**src/rtl/uart_rx_os16_if.sv**
```systemverilog
// Receive-side byte handshake between the UART receiver and its consumer
// (APB RX register or FIFO).
interface uart_rx_os16_if;
  logic [7:0] rx_data;
  logic       rx_valid;
  logic       rx_ready;

  modport master (output rx_data, output rx_valid, input rx_ready);
  modport slave  (input rx_data, input rx_valid, output rx_ready);
endinterface

```
**src/rtl/uart_rx_os16.sv**
```systemverilog
// 8N1 UART receiver with 16x oversampling: mid-bit sampling, glitch-rejecting
// start detection, valid/ready output register, sticky overrun and frame-error pulse.
module uart_rx_os16 (
  input  logic           pclk,
  input  logic           prst,
  input  logic           baud_tick,
  input  logic           rx,
  input  logic           ovr_clr,
  output logic           frame_err,
  output logic           overrun,
  output logic           busy,
  uart_rx_os16_if.master rx_if
);

  typedef enum logic [1:0] {
    IDLE  = 2'd0,
    START = 2'd1,
    DATA  = 2'd2,
    STOP  = 2'd3
  } state_t;

  state_t      r_state;
  logic        r_sync1;
  logic        r_sync2;
  logic [3:0]  r_tick_cnt;
  logic [2:0]  r_bit_cnt;
  logic [7:0]  r_shift;
  logic [7:0]  r_rx_data;
  logic        r_rx_valid;
  logic        r_frame_err;
  logic        r_overrun;

  state_t      w_state_nxt;
  logic [3:0]  w_tick_nxt;
  logic [2:0]  w_bit_nxt;
  logic [7:0]  w_shift_nxt;
  logic        w_rx_s;
  logic        w_done;
  logic        w_bad;
  logic        w_take;

  assign w_rx_s = r_sync2;
  assign w_take = r_rx_valid & rx_if.rx_ready;

  // Two-flop synchronizer for the asynchronous serial line.
  always_ff @(posedge pclk) begin
    if (prst) begin
      // NOTE: reset to the idle level (1) so leaving reset never looks like a start edge.
      r_sync1 <= 1'b1;
      r_sync2 <= 1'b1;
    end else begin
      // NOTE: non-blocking assignments make both flops sample the old values,
      // giving two real stages; blocking here would collapse them into one.
      r_sync1 <= rx;
      r_sync2 <= r_sync1;
    end
  end

  // Next-state logic; counters and shift register move only on baud ticks.
  always_comb begin
    // NOTE: every output gets a default first so no path leaves it unassigned (no latches).
    w_state_nxt = r_state;
    w_tick_nxt  = r_tick_cnt;
    w_bit_nxt   = r_bit_cnt;
    w_shift_nxt = r_shift;
    w_done      = 1'b0;
    w_bad       = 1'b0;
    if (baud_tick) begin
      unique case (r_state)
        IDLE: begin
          if (!w_rx_s) begin
            w_state_nxt = START;
            w_tick_nxt  = 4'd0;
          end
        end
        START: begin
          if (r_tick_cnt == 4'd7) begin
            w_tick_nxt = 4'd0;
            if (!w_rx_s) begin
              w_state_nxt = DATA;
              w_bit_nxt   = 3'd0;
            end else begin
              w_state_nxt = IDLE;
            end
          end else begin
            w_tick_nxt = r_tick_cnt + 4'd1;
          end
        end
        DATA: begin
          if (r_tick_cnt == 4'd15) begin
            w_shift_nxt = {w_rx_s, r_shift[7:1]};
            w_tick_nxt  = 4'd0;
            if (r_bit_cnt == 3'd7) begin
              w_state_nxt = STOP;
            end else begin
              w_bit_nxt = r_bit_cnt + 3'd1;
            end
          end else begin
            w_tick_nxt = r_tick_cnt + 4'd1;
          end
        end
        STOP: begin
          if (r_tick_cnt == 4'd15) begin
            w_state_nxt = IDLE;
            w_tick_nxt  = 4'd0;
            w_done      = w_rx_s;
            w_bad       = ~w_rx_s;
          end else begin
            w_tick_nxt = r_tick_cnt + 4'd1;
          end
        end
        default: begin
          w_state_nxt = IDLE;
          w_tick_nxt  = 4'd0;
        end
      endcase
    end
  end

  always_ff @(posedge pclk) begin
    if (prst) begin
      r_state    <= IDLE;
      r_tick_cnt <= 4'd0;
      r_bit_cnt  <= 3'd0;
      r_shift    <= 8'h00;
    end else begin
      r_state    <= w_state_nxt;
      r_tick_cnt <= w_tick_nxt;
      r_bit_cnt  <= w_bit_nxt;
      r_shift    <= w_shift_nxt;
    end
  end

  // Output register: a completed byte loads only if the slot is empty or being drained.
  always_ff @(posedge pclk) begin
    if (prst) begin
      r_rx_data   <= 8'h00;
      r_rx_valid  <= 1'b0;
      r_frame_err <= 1'b0;
      r_overrun   <= 1'b0;
    end else begin
      r_frame_err <= w_bad;
      if (w_done && (!r_rx_valid || w_take)) begin
        r_rx_data  <= r_shift;
        r_rx_valid <= 1'b1;
      end else if (w_take) begin
        r_rx_valid <= 1'b0;
      end
      if (w_done && r_rx_valid && !w_take) begin
        r_overrun <= 1'b1;
      end else if (ovr_clr) begin
        r_overrun <= 1'b0;
      end
    end
  end

  assign rx_if.rx_data  = r_rx_data;
  assign rx_if.rx_valid = r_rx_valid;
  assign frame_err      = r_frame_err;
  assign overrun        = r_overrun;
  assign busy           = (r_state != IDLE);

endmodule

```
**src/flat_wrapper.sv**
```systemverilog
// flat-port wrapper written by rule: the top's interface ports become plain ports
module uart_rx_os16_flat 
  (pclk, prst, baud_tick, rx, ovr_clr, frame_err, overrun, busy, rx_if_rx_data, rx_if_rx_valid, rx_if_rx_ready);
  uart_rx_os16_if rx_if_i ();
  input  logic pclk;
  input  logic prst;
  input  logic baud_tick;
  input  logic rx;
  input  logic ovr_clr;
  output logic frame_err;
  output logic overrun;
  output logic busy;
  output wire logic [$bits(rx_if_i.rx_data)-1:0] rx_if_rx_data;
  output wire logic [$bits(rx_if_i.rx_valid)-1:0] rx_if_rx_valid;
  input wire logic [$bits(rx_if_i.rx_ready)-1:0] rx_if_rx_ready;
  assign rx_if_rx_data = rx_if_i.rx_data;
  assign rx_if_rx_valid = rx_if_i.rx_valid;
  assign rx_if_i.rx_ready = rx_if_rx_ready;
  uart_rx_os16 u_core (.pclk(pclk), .prst(prst), .baud_tick(baud_tick), .rx(rx), .ovr_clr(ovr_clr), .frame_err(frame_err), .overrun(overrun), .busy(busy), .rx_if(rx_if_i));
endmodule
```
**config.mk**
```make
export PLATFORM = sky130hd
export DESIGN_NAME = uart_rx_os16_flat
export DESIGN_NICKNAME = d
export VERILOG_FILES = /design/src/rtl/uart_rx_os16_if.sv /design/src/rtl/uart_rx_os16.sv /design/src/flat_wrapper.sv
export SDC_FILE = /design/constraint.sdc
export NUM_CORES = 1
export LEC_CHECK = 0
export BUFFER_PORTS_ARGS = -buffer_cell sky130_fd_sc_hd__buf_2
export CAP_MARGIN = 40
export CORE_UTILIZATION = 59
export CTS_BUF_LIST = sky130_fd_sc_hd__clkbuf_4 sky130_fd_sc_hd__clkbuf_8
export CTS_CLUSTER_SIZE = 28
export DETAILED_ROUTE_END_ITERATION = 6
export PLACE_DENSITY_LB_ADDON = 0.25
export SLEW_MARGIN = 20
export SYNTH_ARGS = -nofsm -noshare
export SYNTH_HDL_FRONTEND = slang
export SYNTH_SLANG_ARGS = --single-unit
```
**constraint.sdc**
```tcl
create_clock -name pclk -period 2.47 [get_ports pclk]
set_input_delay 0.1235 -clock pclk [delete_from_list [all_inputs] [get_ports pclk]]
set_output_delay 0.1235 -clock pclk [all_outputs]
set_load 0.03 [all_outputs]
```
=== After elaboration in Yosys (flattened, before gate mapping) ===
Cells that the tools add are included.

* Logic and storage cells: 70
* Bits of input ports: 6
* Register bits after elaboration: 30
* Output and inout port bits: 12

* Bitwise logic cells: 5
* Equality and inequality tests: 13
* Mux-type cells: 23
* Reductions and logical operators: 17
* Add/sub/neg operators: 2

{| class="wikitable"
|+ Operator list
! operator !! number
|-
| $mux W2 || 6
|-
| $mux W3 || 4
|-
| $mux W4 || 3
|-
| $pmux W4 S3 || 1
|-
| $reduce_and A6 Y1 || 2
|-
| $ne A2 B1 Y1 const B || 4
|-
| $pmux W2 S4 || 1
|-
| $reduce_bool A2 Y1 || 4
|-
| $mux W1 || 7
|-
| $ne A2 B2 Y1 const B || 3
|-
| $pmux W3 S2 || 1
|-
| $add A4 B1 Y4 const B || 1
|-
| $eq A2 B2 Y1 const B || 2
|-
| $eq A4 B3 Y1 const B || 1
|-
| $eq A4 B4 Y1 const B || 1
|-
| $not A1 Y1 || 4
|-
| $reduce_or A4 Y1 || 1
|-
| $add A3 B1 Y3 const B || 1
|-
| $eq A3 B3 Y1 const B || 1
|-
| $logic_and A1 B1 Y1 || 3
|-
| $reduce_and A3 Y1 || 1
|-
| $eq A2 B1 Y1 const B || 1
|-
| $logic_not A1 Y1 || 2
|-
| $logic_not A2 Y1 || 1
|-
| 4 further kinds || 4
|}

=== Logic depth before layout (Yosys ltp) ===
Gate-level depths: netlist (run 1).

* Depth in word-level cells: 7
* Mapped depth: 7
* Gate-level depth less buffers: 6

=== Least setup slack after synthesis (run 1) ===
Ideal clock, no wire load.

* Path kind: register to register
* From: register u_core.r_state[0]
* To: register with a tool-made name
* Clock period less this slack: 1753 ps
* Data required time: 2399 ps
* Buffers on the path: 1
* Cell stages (with the launch flop): 8
* Slack: 717 ps
* Data arrival time: 1683 ps
* Setup time: 71 ps
* Cell sequence: dfxtp_1 inv_1 ha_1 buf_6 nor3_4 a211oi_2 or4b_1 a21oi_1

{| class="wikitable"
|+ RTL lines
! what !! line !! text
|-
| from (decl) || uart_rx_os16.sv:22 || <nowiki>state_t r_state;</nowiki>
|-
| from (signal assigned) || uart_rx_os16.sv:127 || <nowiki>r_state <= w_state_nxt;</nowiki>
|}

==> impl_metrics.toml, run 1 <==
[detailed_routing]
drt-initial-drc-count = 14
via_per_inst = 5.58
drc_errors = 0
drtPass1Iterations = 4
routed_wl_um = 2330
num_vias = 1037
wl_per_cell_um = 12.5
drt.antenna.violating_nets = 0

[yosys]
synth_top_family_by_area = "simple AND/OR/NAND/NOR gates"
synth_compound_area_share_pct = 8.80
synthAdderAreaFrac_pct = 7.26
ys_ff_latch = 30
synth_xor_area_share_pct = 0
synthMuxAreaShare_pct = 11.6
avgSynthCellArea_sq_um = 9.99
synthCells = 138
synthSimpleGateAreaFrac_pct = 25.2
synth_nets = 152
ys_seq_area_share_pct = 43.6
netlist_area_sq_um = 1380
ys_warn_count = 0
yosysUniqueCellTypes = 34

[floorplanning]
design.die.area_sq_um = 2530
start_util_pct = 62.3
io-pin-count = 18
die_h_um = 50.3
coreArea_sq_um = 2210
num_rows = 17
die_x_um = 50.3

[flow_run]
drv_cap = 0

[clock_network]
cts_root_buffer = "clkbuf_4"
tritoncts = "yes"
clk_latency_ps = 330
post_cts_buffers = 0
path_clk_slew_ps = 80
cts.sinks = 30
numCtsBuffers = 5
clockBufferDepth = 2
htree_levels = 2

[sta]
period_needed_ps = 1990
slew_violations = 0
hold_ws_ps = 104
hold_viol_final = 0
max_freq_mhz = 503
skew_ps = 3.49
fin_ws_ps = 483
fin_crit_sh_pct = 80.5
setup_viol = 0
rsz0062_at_grt = "false"
max_slew.worst_pin.slew_ps = 527
slew_headroom_pct = 64.7
tns_ps = 0

[placement]
portBuffers = 17
post-place-ws_ps = 503
gp_congestion = 0.873
dpl.hpwl_um = 1690

[global_route]
grt_pass1_vias = 896
grt_overflow = 0
grt_max_degree = 31
grt_first_pass_wirelength_um = 3930
antenna_found_initial = 0
track_usage_pct = 21.6

[setup_path]
cp-startpoint = "u_core.r_state[0]"
crit_arrival_ps = 2250
rr_worst_depth = 6
required_ps = 2730
criticalPathCategory = "flop to flop"
critPathMaxStageDelay_ps = 520
crit_family = "simple AND/OR/NAND/NOR gates"
ff2ff_setup_slack_ps = 480
crit_path_start_kind = "flop"
crit_fanout = 9
slowest_stage = "or4b_1"
worst_setup_path_end_kind = "flop"
reg2reg_from = "u_core.r_state[0]"
path_buf_inv = 1
path_cells = "inv_1 > ha_1 > nor3_4 > a211oi_2 > or4b_1 > a21oi_1"
cp.depth = 6

[final_layout]
fin_util_pct = 70.4
nets = 172
n_antenna_cell = 0
drive_above_1_share_pct = 22.8
area_growth_pct = 12.9

[pwr]
finalPower_uw = 927
powerDensity_nw_per_um2 = 596
p_leak_uw = 0.000680
irDropWorstVdd_uv = 446

[outcome]
outcome = "complete, no violations"

[worst_hold_path]
hold_path_class = "primary input to flop"
[layer usage]
metal  vias to the layer above  global-route usage, %  share of wire [%]
li1                        528                      -                  -
met1                       473                   26.9                 46
met4                         0                   11.1                1.5
met3                         4                   9.39                5.1
met2                        32                   31.3                 47
met5                         -                      0                  0
[worst reg2reg max path, stage by stage, from the launching register on]
cell	delay [ps]
dfxtp_1	400
inv_1	110
ha_1	360
nor3_4	280
a211oi_2	100
or4b_1	520
a21oi_1	150
[worst min path at each step]
stage | from | endpoint | slack (ps) | depth (start not counted)
2_1_floorplan | rx | u_core.r_sync1 | 230 | 1
3_3_place_gp | rx | u_core.r_sync1 | 310 | 2
3_5_place_dp | rx | u_core.r_sync1 | 310 | 2
4_1_cts | ovr_clr | u_core.overrun | 90 | 4
5_1_grt | ovr_clr | u_core.overrun | 120 | 4
6_report | ovr_clr | u_core.overrun | 100 | 4
[Yosys cell counts, drive strengths merged]
cell type | number | area (sq um)
nand3 | 5 | 25.0
a21boi | 1 | 11.3
a211oi | 2 | 20.0
or2 | 2 | 12.5
mux2i | 16 | 160
ha | 8 | 100
nor2b | 2 | 12.5
nor2 | 22 | 82.6
nor4b | 1 | 8.76
o211ai | 1 | 7.51
buf | 2 | 22.5
nand2 | 4 | 15.0
a21oi | 8 | 40.0
nor4 | 1 | 6.26
a21bo | 1 | 10.0
or4b | 1 | 10.0
nand2b | 4 | 25.0
inv | 4 | 15.0
a22oi | 1 | 7.51
nand3b | 2 | 15.0
and2 | 2 | 13.8
clkbuf | 3 | 11.3
dfxtp | 30 | 601
nand4bb | 1 | 11.3
o21ai | 2 | 10.0
nand4b | 2 | 17.5
nand4 | 2 | 25.0
a221oi | 1 | 15.0
nor3 | 6 | 57.6
and4b | 1 | 10.0
[metrics by stage]
step,instances,area (sq um)
after global placement,178,1470
after detailed placement,178,1470
after global routing,186,1560
after floorplan,138,1380
after CTS,186,1560
final,186,1560
[kinds of logic (layout without fill, tap and decap cells)]
| group | after synthesis | count (layout) |
|---|---|---|
| AND/OR/NAND/NOR | 58 | 58 |
| buffers and inverters | 9 | 29 |
| adder cells (fa/ha/maj) | 8 | 8 |
| flip-flops | 30 | 30 |
| multiplexers | 16 | 16 |
| AO/OA/AOI/OAI | 17 | 17 |
[registers in the layout, summed over array words and instances, names as in the netlist, named ones only]
signal and cells:
u_core.rx_if.rx_valid 1, u_core.r_bit_cnt 3, u_core.r_sync1 1, u_core.rx_if.rx_data 8, u_core.frame_err 1, u_core.r_shift 8
u_core.r_tick_cnt 4, u_core.overrun 1, u_core.r_state 1, u_core.r_sync2 1
[where the power goes]
group	switching [uW]	leakage (uW)	internal [uW]
registers	3.08	0.000242	486
clock network	160	0.0000443	235
logic	26.6	0.000394	15.9
total	190	0.000680	737
[area by class of cell]
cell class                      count  area, sq um
Fill cell                         182          656
Multi-Input combinational cell     99          729
Clock inverter                      1         30.0
Tap cell                           28         35.0
Sequential cell                    30          601
Clock buffer                        6         51.3
Inverter                            4         15.0
Timing Repair Buffer               18         95.1
[repair_timing]
item | in CTS | in global routing
resized for setup | 0 | 0
hold buffers | 1 | 0
hold endpoints to repair | 1 | 0
[cell usage in the layout (no fill, tap or decap), types with 2 or more instances in the layout]
cell	synthesis	final
dfxtp_1	30	30
nor2_1	22	22
buf_2	0	17
mux2i_1	16	16
a21oi_1	8	8
ha_1	8	8
nand3_1	5	5
clkbuf_4	0	5
inv_1	4	4
nand2_1	4	4
nand2b_1	4	4
nor3_1	3	3
nand4_2	2	2
nor2b_1	2	2
nor3_4	2	2
or2_2	2	2
o21ai_0	2	2
nand4b_1	2	2
nand3b_1	2	2
Power figures use the tool's default switching activity.
==> run 2, diff against run 1 <==
Clock period 2.47 ns to 2.1 ns, I/O delays scaled along.
==> impl_metrics.toml, run 2 (synthesis results as in run 1) <==
[worst_hold_path]
holdPathStages = 4
hold_end = "u_core.overrun"
hold_path_startpoint = "ovr_clr"
hold_path_class = "primary input to flop"

[clock_network]
cts_root_buffer = "clkbuf_4"
tritoncts = "yes"
post_cts_buffers = 0
numCtsBuffers = 5
cts.sinks = 30
clk_latency_ps = 320
clockBufferDepth = 2
htree_levels = 2
path_clk_slew_ps = 90

[final_layout]
n_antenna_cell = 0
fin_area_sq_um = 1530
nets = 173
final_cell_mix = "30 x dfxtp_1, 22 x nor2_1, 17 x buf_2"
mostFrequentLayoutCell = "dfxtp_1"
area_growth_pct = 11.2
fin_util_pct = 69.3
drive_above_1_share_pct = 23.9
fill_cells = 186

[pwr]
powerDensity_nw_per_um2 = 606
p_seq_share_pct = 61.9
p_int_uw = 710
combPwrFrac_pct = 5.5
irDropWorstVdd_uv = 583
p_sw_uw = 219
swShare_pct = 23.5
power_frac_clock_pct = 32.6
p_leak_uw = 0.000671

[floorplanning]
design.die.area_sq_um = 2530
io-pin-count = 18
num_rows = 17
start_util_pct = 62.3
coreArea_sq_um = 2210
die_h_um = 50.3
die_x_um = 50.3

[detailed_routing]
drtPass1Iterations = 4
drc_errors = 0
via_per_inst = 5.58
routed_wl_um = 2430
wl_per_cell_um = 13.0
drt-initial-drc-count = 30
num_vias = 1044
drt.antenna.violating_nets = 0

[sta]
hold_viol_final = 0
tns_ps = 0
slew_headroom_pct = 66.3
max_freq_mhz = 535
hold_ws_ps = 82.0
slew_violations = 0
fin_crit_sh_pct = 89.0
setup_viol = 0
max_slew.worst_pin.slew_ps = 505
rsz0062_at_grt = "false"
skew_ps = 7.42
period_needed_ps = 1870

[setup_path]
criticalPathCategory = "flop to flop"
crit_path_start_kind = "flop"
path_buf_inv = 1
path_cells = "inv_1 > ha_2 > nor3_4 > a211oi_2 > or4b_1 > a21oi_1"
ff2ff_setup_slack_ps = 230
crit_fanout = 9
critPathMaxStageDelay_ps = 510
slowest_stage = "or4b_1"
reg2reg_from = "u_core.r_state[0]"
crit_family = "simple AND/OR/NAND/NOR gates"
worst_setup_path_end_kind = "flop"
crit_arrival_ps = 2120
required_ps = 2350
rr_worst_depth = 6

[placement]
portBuffers = 17
post_dp_cell_area_sq_um = 1470
dpl.hpwl_um = 1680
gp_congestion = 0.885

[global_route]
grt_first_pass_wirelength_um = 3920
track_usage_pct = 21.3
grt_pass1_vias = 928
grt_overflow = 0
grt_max_degree = 31
antenna_found_initial = 0

[outcome]
outcome = "complete, no violations"

[flow_run]
drv_cap = 0
run 2: changes by cell type in the layout (fill, tap and decap cells not counted), sizes merged:
cell and change:
bufinv -1, clkinv +2, clkbuf -1, buf +1
run 2: power by group through the flow:
stage	Combinational, uW	Sequential (uW)	Clock (uW)
after floorplan	35.8	587	0
after global placement	47.6	588	0
after detailed placement	49.0	588	0
after CTS	50.6	575	313
after global routing	56.1	575	343
final	51.0	575	303
run 2: metrics by stage:
stage | setup slack (ps) | instances | total power, uW
final | 231 | 187 | 929
after global routing | 103 | 187 | 974
after CTS | 141 | 187 | 938
after detailed placement | 174 | 179 | 637
after global placement | 253 | 179 | 635
after floorplan | 347 | 138 | 623
run 2: cell type report:
| cell class | instances | area (sq um) | area share (%) |
|---|---|---|---|
| timing repair buffer | 19 | 103 | 6.69 |
| clock buffer | 5 | 37.5 | 2.45 |
| inverter | 4 | 15.0 | 0.980 |
| sequential | 30 | 601 | 39.2 |
| multi-input combinational | 99 | 732 | 47.8 |
| tap | 28 | 35.0 | 2.29 |
| clock inverter | 2 | 10.0 | 0.653 |
run 2: layer usage:
metal  global-route usage [%]  part of all wire (%)  vias up
met1                     25.1                    46      486
met2                     34.0                    48       22
li1                         -                     -      530
met4                     8.33                   1.5        0
met5                        0                     0        -
met3                     9.09                   4.3        6
run 2: timing repair:
action | CTS | global route
setup endpoints to repair | 0 | 1
hold endpoints to repair | 1 | 0
hold buffers | 1 | 0
resized for setup | 0 | 1
run 2: worst max-delay path by stage:
| stage | start | end | slack (ps) | cells after the start |
|---|---|---|---|---|
| 2_1_floorplan | u_core.r_state[0] | flop | 350 | 7 |
| 3_3_place_gp | u_core.r_state[0] | flop | 250 | 6 |
| 3_5_place_dp | u_core.r_state[0] | flop | 170 | 6 |
| 4_1_cts | u_core.r_state[0] | flop | 140 | 6 |
| 5_1_grt | u_core.r_state[0] | flop | 100 | 6 |
| 6_report | u_core.r_state[0] | flop | 230 | 6 |
run 2: worst register-to-register path, cell delays in order (launching register included):
cell and delay (ps):
dfxtp_1 400, inv_1 110, ha_2 280, nor3_4 260, a211oi_2 100, or4b_1 510, a21oi_1 140
